## config.mk

```make
export PLATFORM = sky130hd
export DESIGN_NAME = collision_detector_flat
export DESIGN_NICKNAME = d
export VERILOG_FILES = /design/src/rtl/pinball_pkg.sv /design/src/rtl/collision_detector_if.sv /design/src/rtl/overlap_counter.sv /design/src/rtl/collision_detector.sv /design/src/flat_wrapper.sv
export SDC_FILE = /design/constraint.sdc
export NUM_CORES = 1
export LEC_CHECK = 0
export ABC_AREA = 1
export BUFFER_PORTS_ARGS = -buffer_cell sky130_fd_sc_hd__buf_4
export CORE_MARGIN = 2
export CORE_UTILIZATION = 45
export DETAILED_ROUTE_END_ITERATION = 12
export HOLD_SLACK_MARGIN = 0.02
export MAX_ROUTING_LAYER = met4
export PLACE_DENSITY = 0.61
export SLEW_MARGIN = 15
export SYNTH_ARGS = -nofsm -noshare
export SYNTH_HDL_FRONTEND = slang
export SYNTH_SLANG_ARGS = --single-unit
```

## constraint.sdc

```tcl
create_clock -name clk -period 6.32 [get_ports clk]
set_clock_uncertainty 0.2 [all_clocks]
set_input_delay 0.632 -clock clk [delete_from_list [all_inputs] [get_ports clk]]
set_output_delay 0.632 -clock clk [all_outputs]
set_load 0.01 [all_outputs]
```

## src/rtl/pinball_pkg.sv

```systemverilog
// Shared pinball raster types: pixel coordinate width, collision report, detector FSM states.
// The report struct is sized for the largest supported configuration; users zero-extend into it.
package pinball_pkg;

    localparam int PIXEL_W    = 11;
    localparam int MAX_SHAPES = 16;
    localparam int MAX_CW     = 16;
    localparam int MAX_SW     = 4;

    typedef enum logic {
        WAIT_FRAME = 1'b0,
        ACCUM      = 1'b1
    } state_t;

    typedef struct packed {
        logic [MAX_SHAPES-1:0] mask;
        logic [MAX_CW-1:0]     count;
        logic [PIXEL_W-1:0]    x;
        logic [PIXEL_W-1:0]    y;
        logic [MAX_SW-1:0]     shape;
        logic                  overrun;
    } report_t;

endpackage

```

## src/rtl/collision_detector_if.sv

```systemverilog
// Collision report bus from detector (master) to game logic (slave), valid/ready handshake.
// All master outputs are registered; result_ready never reaches an output combinationally.
interface collision_detector_if #(
    parameter int NUM_SHAPES = 4,
    parameter int COUNT_MAX  = 255
);
    import pinball_pkg::*;

    localparam int CW = $clog2(COUNT_MAX + 1);
    localparam int SW = (NUM_SHAPES > 1) ? $clog2(NUM_SHAPES) : 1;

    logic                  result_valid;
    logic                  result_ready;
    logic [NUM_SHAPES-1:0] hitMask;
    logic [CW-1:0]         hitCount;
    logic [PIXEL_W-1:0]    firstHitX;
    logic [PIXEL_W-1:0]    firstHitY;
    logic [SW-1:0]         firstHitShape;
    logic                  overrun;

    modport master (
        output result_valid, hitMask, hitCount, firstHitX, firstHitY, firstHitShape, overrun,
        input  result_ready
    );

    modport slave (
        input  result_valid, hitMask, hitCount, firstHitX, firstHitY, firstHitShape, overrun,
        output result_ready
    );

endinterface

```

## src/rtl/overlap_counter.sv

```systemverilog
// Saturating per-shape overlap counter; clr restarts the count including this cycle's increment.
// hit is a registered-count compare against the frame threshold, valid in the commit cycle.
module overlap_counter #(
    parameter int COUNT_MAX  = 255,
    parameter int MIN_PIXELS = 2,
    parameter int CW         = 8
) (
    input  logic          clk,
    input  logic          reset,
    input  logic          clr,
    input  logic          inc,
    output logic [CW-1:0] cnt,
    output logic          hit
);

    logic [CW-1:0] cnt_q;
    logic [CW-1:0] cnt_d;

    always_comb begin
        cnt_d = cnt_q;
        if (clr) begin
            cnt_d = inc ? CW'(1) : '0;
        end else if (inc && (cnt_q != CW'(COUNT_MAX))) begin
            cnt_d = cnt_q + CW'(1);
        end
    end

    always_ff @(posedge clk) begin
        if (reset) begin
            cnt_q <= '0;
        end else begin
            cnt_q <= cnt_d;
        end
    end

    assign cnt = cnt_q;
    assign hit = (cnt_q >= CW'(MIN_PIXELS));

endmodule

```

## src/rtl/collision_detector.sv

```systemverilog
// Accumulates ball/obstacle overlap per frame and publishes a report 1 cycle after startOfFrame.
// Report held until result_ready; a newer frame overwrites an unaccepted report and flags overrun.
module collision_detector
    import pinball_pkg::*;
#(
    parameter int NUM_SHAPES = 4,
    parameter int MIN_PIXELS = 2,
    parameter int COUNT_MAX  = 255
) (
    input  logic                  clk,
    input  logic                  reset,
    input  logic                  startOfFrame,
    input  logic [PIXEL_W-1:0]    pixelX,
    input  logic [PIXEL_W-1:0]    pixelY,
    input  logic                  ballDraw,
    input  logic [NUM_SHAPES-1:0] shapeDraw,
    collision_detector_if.master  res
);

    localparam int CW   = $clog2(COUNT_MAX + 1);
    localparam int SW   = (NUM_SHAPES > 1) ? $clog2(NUM_SHAPES) : 1;
    localparam int SUMW = CW + 5;

    state_t                state_q, state_d;
    logic [NUM_SHAPES-1:0] overlap;
    logic [NUM_SHAPES-1:0] cnt_inc;
    logic [NUM_SHAPES-1:0] new_mask;
    logic [CW-1:0]         cnt [NUM_SHAPES];
    logic                  accum_en;
    logic                  commit;
    logic                  xfer;

    logic                  first_seen_q, first_seen_d;
    logic [PIXEL_W-1:0]    first_x_q, first_x_d;
    logic [PIXEL_W-1:0]    first_y_q, first_y_d;
    logic [SW-1:0]         first_shape_q, first_shape_d;
    logic [SW-1:0]         low_idx;

    logic [SUMW-1:0]       sum;
    logic [CW-1:0]         sum_clamped;

    report_t               report_q, report_d;
    logic                  valid_q, valid_d;

    // The startOfFrame pixel already belongs to the new frame, even when leaving WAIT_FRAME.
    assign overlap  = shapeDraw & {NUM_SHAPES{ballDraw}};
    assign accum_en = startOfFrame | (state_q == ACCUM);
    assign cnt_inc  = overlap & {NUM_SHAPES{accum_en}};
    assign xfer     = valid_q & res.result_ready;

    for (genvar i = 0; i < NUM_SHAPES; i++) begin : g_cnt
        overlap_counter #(
            .COUNT_MAX  (COUNT_MAX),
            .MIN_PIXELS (MIN_PIXELS),
            .CW         (CW)
        ) u_cnt (
            .clk   (clk),
            .reset (reset),
            .clr   (startOfFrame),
            .inc   (cnt_inc[i]),
            .cnt   (cnt[i]),
            .hit   (new_mask[i])
        );
    end

    always_comb begin
        state_d = state_q;
        commit  = 1'b0;
        if (startOfFrame) begin
            state_d = ACCUM;
            commit  = (state_q == ACCUM) && (new_mask != '0);
        end
    end

    always_comb begin
        low_idx = '0;
        for (int i = NUM_SHAPES - 1; i >= 0; i--) begin
            if (overlap[i]) low_idx = SW'(i);
        end
    end

    always_comb begin
        first_seen_d  = first_seen_q;
        first_x_d     = first_x_q;
        first_y_d     = first_y_q;
        first_shape_d = first_shape_q;
        if (accum_en && (|overlap) && (startOfFrame || !first_seen_q)) begin
            first_seen_d  = 1'b1;
            first_x_d     = pixelX;
            first_y_d     = pixelY;
            first_shape_d = low_idx;
        end else if (startOfFrame) begin
            first_seen_d  = 1'b0;
        end
    end

    always_comb begin
        sum = '0;
        for (int i = 0; i < NUM_SHAPES; i++) begin
            sum = sum + SUMW'(cnt[i]);
        end
        sum_clamped = (sum > SUMW'(COUNT_MAX)) ? CW'(COUNT_MAX) : sum[CW-1:0];
    end

    always_comb begin
        report_d = report_q;
        valid_d  = valid_q;
        if (commit) begin
            report_d.mask    = MAX_SHAPES'(new_mask);
            report_d.count   = MAX_CW'(sum_clamped);
            report_d.x       = first_x_q;
            report_d.y       = first_y_q;
            report_d.shape   = MAX_SW'(first_shape_q);
            report_d.overrun = valid_q & ~res.result_ready;
            valid_d          = 1'b1;
        end else if (xfer) begin
            report_d.overrun = 1'b0;
            valid_d          = 1'b0;
        end
    end

    always_ff @(posedge clk) begin
        if (reset) begin
            state_q       <= WAIT_FRAME;
            first_seen_q  <= 1'b0;
            first_x_q     <= '0;
            first_y_q     <= '0;
            first_shape_q <= '0;
            report_q      <= '0;
            valid_q       <= 1'b0;
        end else begin
            state_q       <= state_d;
            first_seen_q  <= first_seen_d;
            first_x_q     <= first_x_d;
            first_y_q     <= first_y_d;
            first_shape_q <= first_shape_d;
            report_q      <= report_d;
            valid_q       <= valid_d;
        end
    end

    assign res.result_valid  = valid_q;
    assign res.hitMask       = report_q.mask[NUM_SHAPES-1:0];
    assign res.hitCount      = report_q.count[CW-1:0];
    assign res.firstHitX     = report_q.x;
    assign res.firstHitY     = report_q.y;
    assign res.firstHitShape = report_q.shape[SW-1:0];
    assign res.overrun       = report_q.overrun;

endmodule

```

## src/flat_wrapper.sv

```systemverilog
// flat-port wrapper written by rule: the top's interface ports become plain ports
module collision_detector_flat import pinball_pkg::*;
#(
    parameter int NUM_SHAPES = 4,
    parameter int MIN_PIXELS = 2,
    parameter int COUNT_MAX  = 255
)
  (clk, reset, startOfFrame, pixelX, pixelY, ballDraw, shapeDraw, res_result_valid, res_hitMask, res_hitCount, res_firstHitX, res_firstHitY, res_firstHitShape, res_overrun, res_result_ready);
  collision_detector_if #(.NUM_SHAPES(NUM_SHAPES), .COUNT_MAX(COUNT_MAX)) res_i ();
  input  logic clk;
  input  logic reset;
  input  logic startOfFrame;
  input  logic [PIXEL_W-1:0] pixelX;
  input  logic [PIXEL_W-1:0] pixelY;
  input  logic ballDraw;
  input  logic [NUM_SHAPES-1:0] shapeDraw;
  output wire logic [$bits(res_i.result_valid)-1:0] res_result_valid;
  output wire logic [$bits(res_i.hitMask)-1:0] res_hitMask;
  output wire logic [$bits(res_i.hitCount)-1:0] res_hitCount;
  output wire logic [$bits(res_i.firstHitX)-1:0] res_firstHitX;
  output wire logic [$bits(res_i.firstHitY)-1:0] res_firstHitY;
  output wire logic [$bits(res_i.firstHitShape)-1:0] res_firstHitShape;
  output wire logic [$bits(res_i.overrun)-1:0] res_overrun;
  input wire logic [$bits(res_i.result_ready)-1:0] res_result_ready;
  assign res_result_valid = res_i.result_valid;
  assign res_hitMask = res_i.hitMask;
  assign res_hitCount = res_i.hitCount;
  assign res_firstHitX = res_i.firstHitX;
  assign res_firstHitY = res_i.firstHitY;
  assign res_firstHitShape = res_i.firstHitShape;
  assign res_overrun = res_i.overrun;
  assign res_i.result_ready = res_result_ready;
  collision_detector #(.NUM_SHAPES(NUM_SHAPES), .MIN_PIXELS(MIN_PIXELS), .COUNT_MAX(COUNT_MAX)) u_core (.clk(clk), .reset(reset), .startOfFrame(startOfFrame), .pixelX(pixelX), .pixelY(pixelY), .ballDraw(ballDraw), .shapeDraw(shapeDraw), .res(res_i));
endmodule
```

# Yosys cells after proc, flatten, opt, wreduce, memory -nomap -nowiden
# Index checks and enable logic that the tools add are counted.
# W data, S select, Z words.
dict set report op_classes {
  addsub 7
  n_lt_le_gt_ge 5
  n_eq_ne 4
  muxes 23
  bitwise 6
  n_reduce_logical 17
}
# operator n
set op_table {}
lappend op_table {{$mux W8} 9}
lappend op_table {{$add A8 B1 Y8 const B} 4}
lappend op_table {{$ge A8 B2 Y1 const B} 4}
lappend op_table {{$ne A8 B8 Y1 const B} 4}
lappend op_table {{$add A13 B8 Y13} 2}
lappend op_table {{$gt A13 B8 Y1 const B} 1}
lappend op_table {{$reduce_bool A2 Y1} 6}
lappend op_table {{$mux W1} 10}
lappend op_table {{$add A8 B8 Y9} 1}
lappend op_table {{$and A4 B4 Y4} 2}
lappend op_table {{$mux W2} 4}
lappend op_table {{$logic_and A1 B1 Y1} 7}
lappend op_table {{$reduce_bool A4 Y1} 1}
lappend op_table {{$reduce_or A4 Y1} 1}
lappend op_table {{$and A1 B1 Y1} 2}
lappend op_table {{$logic_not A1 Y1} 1}
lappend op_table {{$logic_or A1 B1 Y1} 1}
lappend op_table {{$not A1 Y1} 1}
lappend op_table {{$or A1 B1 Y1} 1}
dict set report word_totals {
  reg_bits 96
}

# Logic depth before layout (Yosys ltp)
dict set report logic_depth {
  word_depth 5
  mapped_depth 20
}

# By module
# From an unflattened synthesis, not the netlist that was laid out.
dict set report unflattened {
  cells_unflattened 729
  hier_area_um2 5233.8
}
# module n_inst cells_each area_per_inst_um2 seq_area_each_um2
set modules_own_cells {}
lappend modules_own_cells {collision_detector 1 405 3186.8 1281.2}
lappend modules_own_cells {overlap_counter 4 81 511.7 160.2}

# Worst setup path after synthesis
# OpenSTA, ideal clock, no wires.
dict set report synth_timing {
  path_type {reg2reg}
  from {register u_core.g_cnt[1].u_cnt.cnt_q[0]}
  to {register u_core.report_q (netlist bit u_core.res.hitCount[0])}
  setup_ps 113
  arrival_ps 3149
  t_required_ps 6007
  path_slack_ps 2858
  stages_incl_launch_ff 20
  synth_period_minus_slack_ps 3462
  cell_sequence {dfxtp_1 -> ha_1 -> inv_1 -> fa_1 -> o21ai_0 -> nand2_1 -> nand2_1 -> a21oi_1 -> xor2_1 -> fa_1 -> inv_1 -> ha_1 -> nand2_1 -> inv_1 -> a21oi_1 -> nand3_1 -> nand2_1 -> nand2_1 -> nor2_1 -> nor2_1}
}
dict set report synth_between {
  elab_chain_len 5
  elab_cells_between_ends 9
}
# element line_no
set synth_lines {}
lappend synth_lines {{start, declared} overlap_counter.sv:16} ;# logic [CW-1:0] cnt_q;
lappend synth_lines {{start signal, assigned} overlap_counter.sv:32} ;# cnt_q <= cnt_d;
lappend synth_lines {{$add A8 B8 Y9} collision_detector.sv:100} ;# sum = sum + SUMW'(cnt[i]);
lappend synth_lines {{$add A13 B8 Y13 (2 in series)} collision_detector.sv:100}
lappend synth_lines {{$gt A13 B8 Y1} collision_detector.sv:102} ;# sum_clamped = (sum > SUMW'(COUNT_MAX)) ? CW'(COUNT_MAX) : sum[CW-1:0];
lappend synth_lines {{$mux W8} collision_detector.sv:102}
lappend synth_lines {{end signal, assigned} collision_detector.sv:137} ;# report_q <= report_d;
lappend synth_lines {{end, declared} collision_detector.sv:42} ;# report_t report_q, report_d;
# Parallel ways exist; a longest one is shown, timed or not.
# A chain may end at the register's enable or synchronous reset.

# Worst setup path in the final report
# Ends and elaborated chain as after synthesis.

==> flow_summary.json <==
{
  "drt.antenna.violating_nets": 0,
  "hp-start": "u_core.first_y_q[1]$_SDFFE_PP0P_",
  "leakagePower_nw": 2.865,
  "syn2layout_area_growth_pct": 16.96,
  "vias": 4658,
  "core_um2": 10940,
  "dpl.hpwl_um": 9197,
  "cts-htree-levels": 3,
  "cts_buffer_depth": 2,
  "n_antenna_cell": 0,
  "setup_ws_ps": 2440,
  "cp-start-kind": "register",
  "gp_congestion": 0.9207,
  "cp-end-kind": "register",
  "grt_pass1_vias": 4390,
  "ioPinCount": 69,
  "ff2ff_setup_slack_ps": 2440,
  "cts-root-buf": "clkbuf_16",
  "hold_path.class": "register to register",
  "tightest_slew_ps": 1006,
  "hold_viol": 0,
  "numCtsBuffers": 9,
  "drt_iter0_drc": 313,
  "post-route-period-util_pct": 61.39,
  "fmax_mhz": 257.7,
  "post_cts_resized": 0,
  "synth_cells": 725,
  "vias_per_cell": 5.019,
  "syn_area_um2": 5099,
  "finalSetupTns_ps": 0,
  "routedWlPerCell_um": 13.45,
  "rsz0062_at_grt": "no",
  "cts_tree": "yes",
  "antenna_found_initial": 0,
  "drive_gt1_share_pct": 13.32,
  "die-area_um2": 12200,
  "grt_start_max_net_pins": 42,
  "startpoint": "u_core.g_cnt[1].u_cnt.cnt[0]$_SDFFE_PP0P_",
  "p_per_area_nw_per_um2": 220.6,
  "clock_sinks": 96,
  "reg2reg_depth": 17,
  "ir_drop_mv": 0.1857,
  "ys_seq_elements": 96,
  "insertion_delay_ps": 350,
  "finalWirelength_um": 12480,
  "die_w_um": 110.4,
  "clk_pin_slew_ps": 70,
  "drv_slew": 0,
  "place_area_um2": 5679,
  "yosys_warnings": 0,
  "crit-reg2reg-capture": "u_core.res.hitCount[0]$_SDFFE_PP0P_",
  "critical_path_class": "register to register",
  "synth.avg_cell_area_um2": 7.033,
  "final_cell_area_um2": 5963,
  "grt_overflow": 0,
  "fin_cells": 928,
  "crit_required_ps": 6360,
  "placementRows": 38,
  "fin_nets": 848,
  "dp_slack_ps": 2431,
  "setup_viol": 0,
  "cts_setup_buffers": 0,
  "start_util_pct": 46.62,
  "hold_end": "u_core.first_y_q[1]$_SDFFE_PP0P_",
  "path_max_fanout": 7,
  "utilization_pct": 54.53,
  "rr_startpoint": "u_core.g_cnt[1].u_cnt.cnt[0]$_SDFFE_PP0P_",
  "min_path_cells": 2,
  "seq_area_frac_synth_pct": 37.69,
  "grt_use_total_pct": 21.46,
  "numPlacedInstances": 912,
  "cap_violations": 0,
  "slew_headroom_pct": 32.80,
  "ys_types": 34,
  "first_pass_iters": 4,
  "drc": 0,
  "outcome": "complete, no violations",
  "syn-num-nets": 790,
  "grt_pass1_wl_um": 21060,
  "die_y_um": 110.4,
  "port_buffers": 68,
  "holdBufCountCts": 0,
  "finalCriticalPeriod_ps": 3880,
  "arrival_ps": 3920
}
## kinds of logic (layout without fill, tap and decap cells)
logic type | after synthesis | count (layout) | share of synthesized area, %
AND/OR/NAND/NOR | 295 | 295 | 24.05
AO/OA/AOI/OAI | 151 | 151 | 15.85
buffers and inverters | 140 | 203 | 11.04
flip-flops | 96 | 96 | 37.69
adder cells (fa/ha/maj) | 34 | 34 | 9.816
XOR/XNOR | 9 | 9 | 1.546
## placed cells by master (no fill, tap or decap)
cell        count
and3_1          1
dfxtp_1        96
nor2_4          1
a21oi_1        67
nor2_1        111
a21oi_4         2
o21ai_0        36
xor2_1          6
clkbuf_16       9
fa_1           10
nand3_1        30
o21a_1          2
clkinv_2        2
nand2_1       122
ha_1           24
a211oi_1        1
a22oi_1         2
a21boi_0        1
nor2_2          6
nand2_2         1
nand3b_1        1
nand3_2         2
clkinv_1        1
clkbuf_8        1
o21ai_1        37
inv_1         111
o211ai_1        1
xnor2_1         3
inv_6           2
nor3_1          8
clkinvlp_4      2
buf_4          71
o21bai_2        2
nand4_1        12
inv_2           4
## area by class of cell
class                           count  area (um2)
Clock buffer                       10       239.0
Clock inverter                      6       42.54
Fill cell                        1091        4972
Timing Repair Buffer               71       533.0
Multi-Input combinational cell    489        2616
Sequential cell                    96        1922
Tap cell                          140       175.2
Inverter                          116       435.4
## Yosys cell counts
cell | number | share of area [%]
a22oi_1 | 2 | 0.29
buf_4 | 2 | 0.29
clkinv_1 | 1 | 0.074
nor3_1 | 8 | 0.79
clkbuf_2 | 1 | 0.098
nor2_1 | 111 | 8.2
nand2_1 | 123 | 9.1
xor2_1 | 6 | 1.0
o21ai_0 | 36 | 3.5
nor2_4 | 1 | 0.22
buf_2 | 11 | 1.1
nand4_1 | 12 | 1.5
o21a_1 | 2 | 0.29
dfxtp_1 | 96 | 38
xnor2_1 | 3 | 0.52
o21bai_2 | 2 | 0.44
nand3_2 | 2 | 0.39
nand3b_1 | 1 | 0.15
inv_2 | 4 | 0.29
inv_1 | 111 | 8.2
o211ai_1 | 1 | 0.15
nor2_2 | 6 | 0.74
a211oi_1 | 1 | 0.15
a21boi_0 | 1 | 0.15
a21oi_4 | 2 | 0.64
ha_1 | 24 | 5.9
a21oi_1 | 67 | 6.6
fa_1 | 10 | 3.9
and3_1 | 1 | 0.12
buf_6 | 2 | 0.44
nand3_1 | 30 | 2.9
o21ai_1 | 37 | 3.6
clkbuf_1 | 7 | 0.52
buf_1 | 1 | 0.074
## critical path, cell delays in order (launching register included)
cell and delay (ps):
dfxtp_1 390, ha_1 200, inv_1 60, fa_1 400, o21ai_0 350, nand2_1 90, nand2_1 80, a21oi_1 70
xor2_1 160, fa_1 480, inv_1 40, ha_1 340, a21oi_1 260, o21ai_0 110, nor2_1 160, nand2_1 190
nor2_1 160, nor2_1 60
## how the worst max path moves through the flow
stage / to / slack [ps] / depth (start not counted)
finish: u_core.res.hitCount[0]$_SDFFE_PP0P_ / 2440 / 17
global route: u_core.res.hitCount[1]$_SDFFE_PP0P_ / 2140 / 19
CTS: u_core.res.hitCount[0]$_SDFFE_PP0P_ / 2430 / 17
detailed placement: u_core.res.hitCount[0]$_SDFFE_PP0P_ / 2430 / 17
global placement: u_core.res.hitCount[0]$_SDFFE_PP0P_ / 2570 / 17
floorplan: u_core.res.hitCount[0]$_SDFFE_PP0P_ / 2860 / 19
## flip-flops by register name, summed over array words and instances (netlist names)
register,cells
u_core.res.firstHitX,11
u_core.first_y_q,11
u_core.res.firstHitY,11
u_core.state_q,1
u_core.res.overrun,1
u_core.res.hitMask,4
u_core.res.result_valid,1
u_core.first_shape_q,2
u_core.res.firstHitShape,2
u_core.first_seen_q,1
u_core.first_x_q,11
u_core.g_cnt.u_cnt.cnt,32
u_core.res.hitCount,8
## per-stage QoR
step,hold slack [ps],power (mW)
2_1_floorplan,223.7,0.7477
3_3_place_gp,232.9,0.7979
3_5_place_dp,238.1,0.8013
4_1_cts,248.9,1.323
5_1_grt,267.1,1.367
6_report,245.2,1.315
## metal layers
layer  wire (um)  part of all wire [%]  track usage (%)
met3         437                   3.5            3.183
met1        6151                    49            28.01
met5           0                     0                -
met2        5544                    44            33.33
met4         344                   2.8            9.083
## power by group
group          leakage [nW]  switching [mW]  internal, mW  total (mW)
Combinational          1.95          0.0821        0.0543       0.136
Sequential            0.782          0.0165         0.635       0.651
Clock                 0.135           0.249         0.279       0.528
No activity file was read; power rests on OpenSTA's default activity.
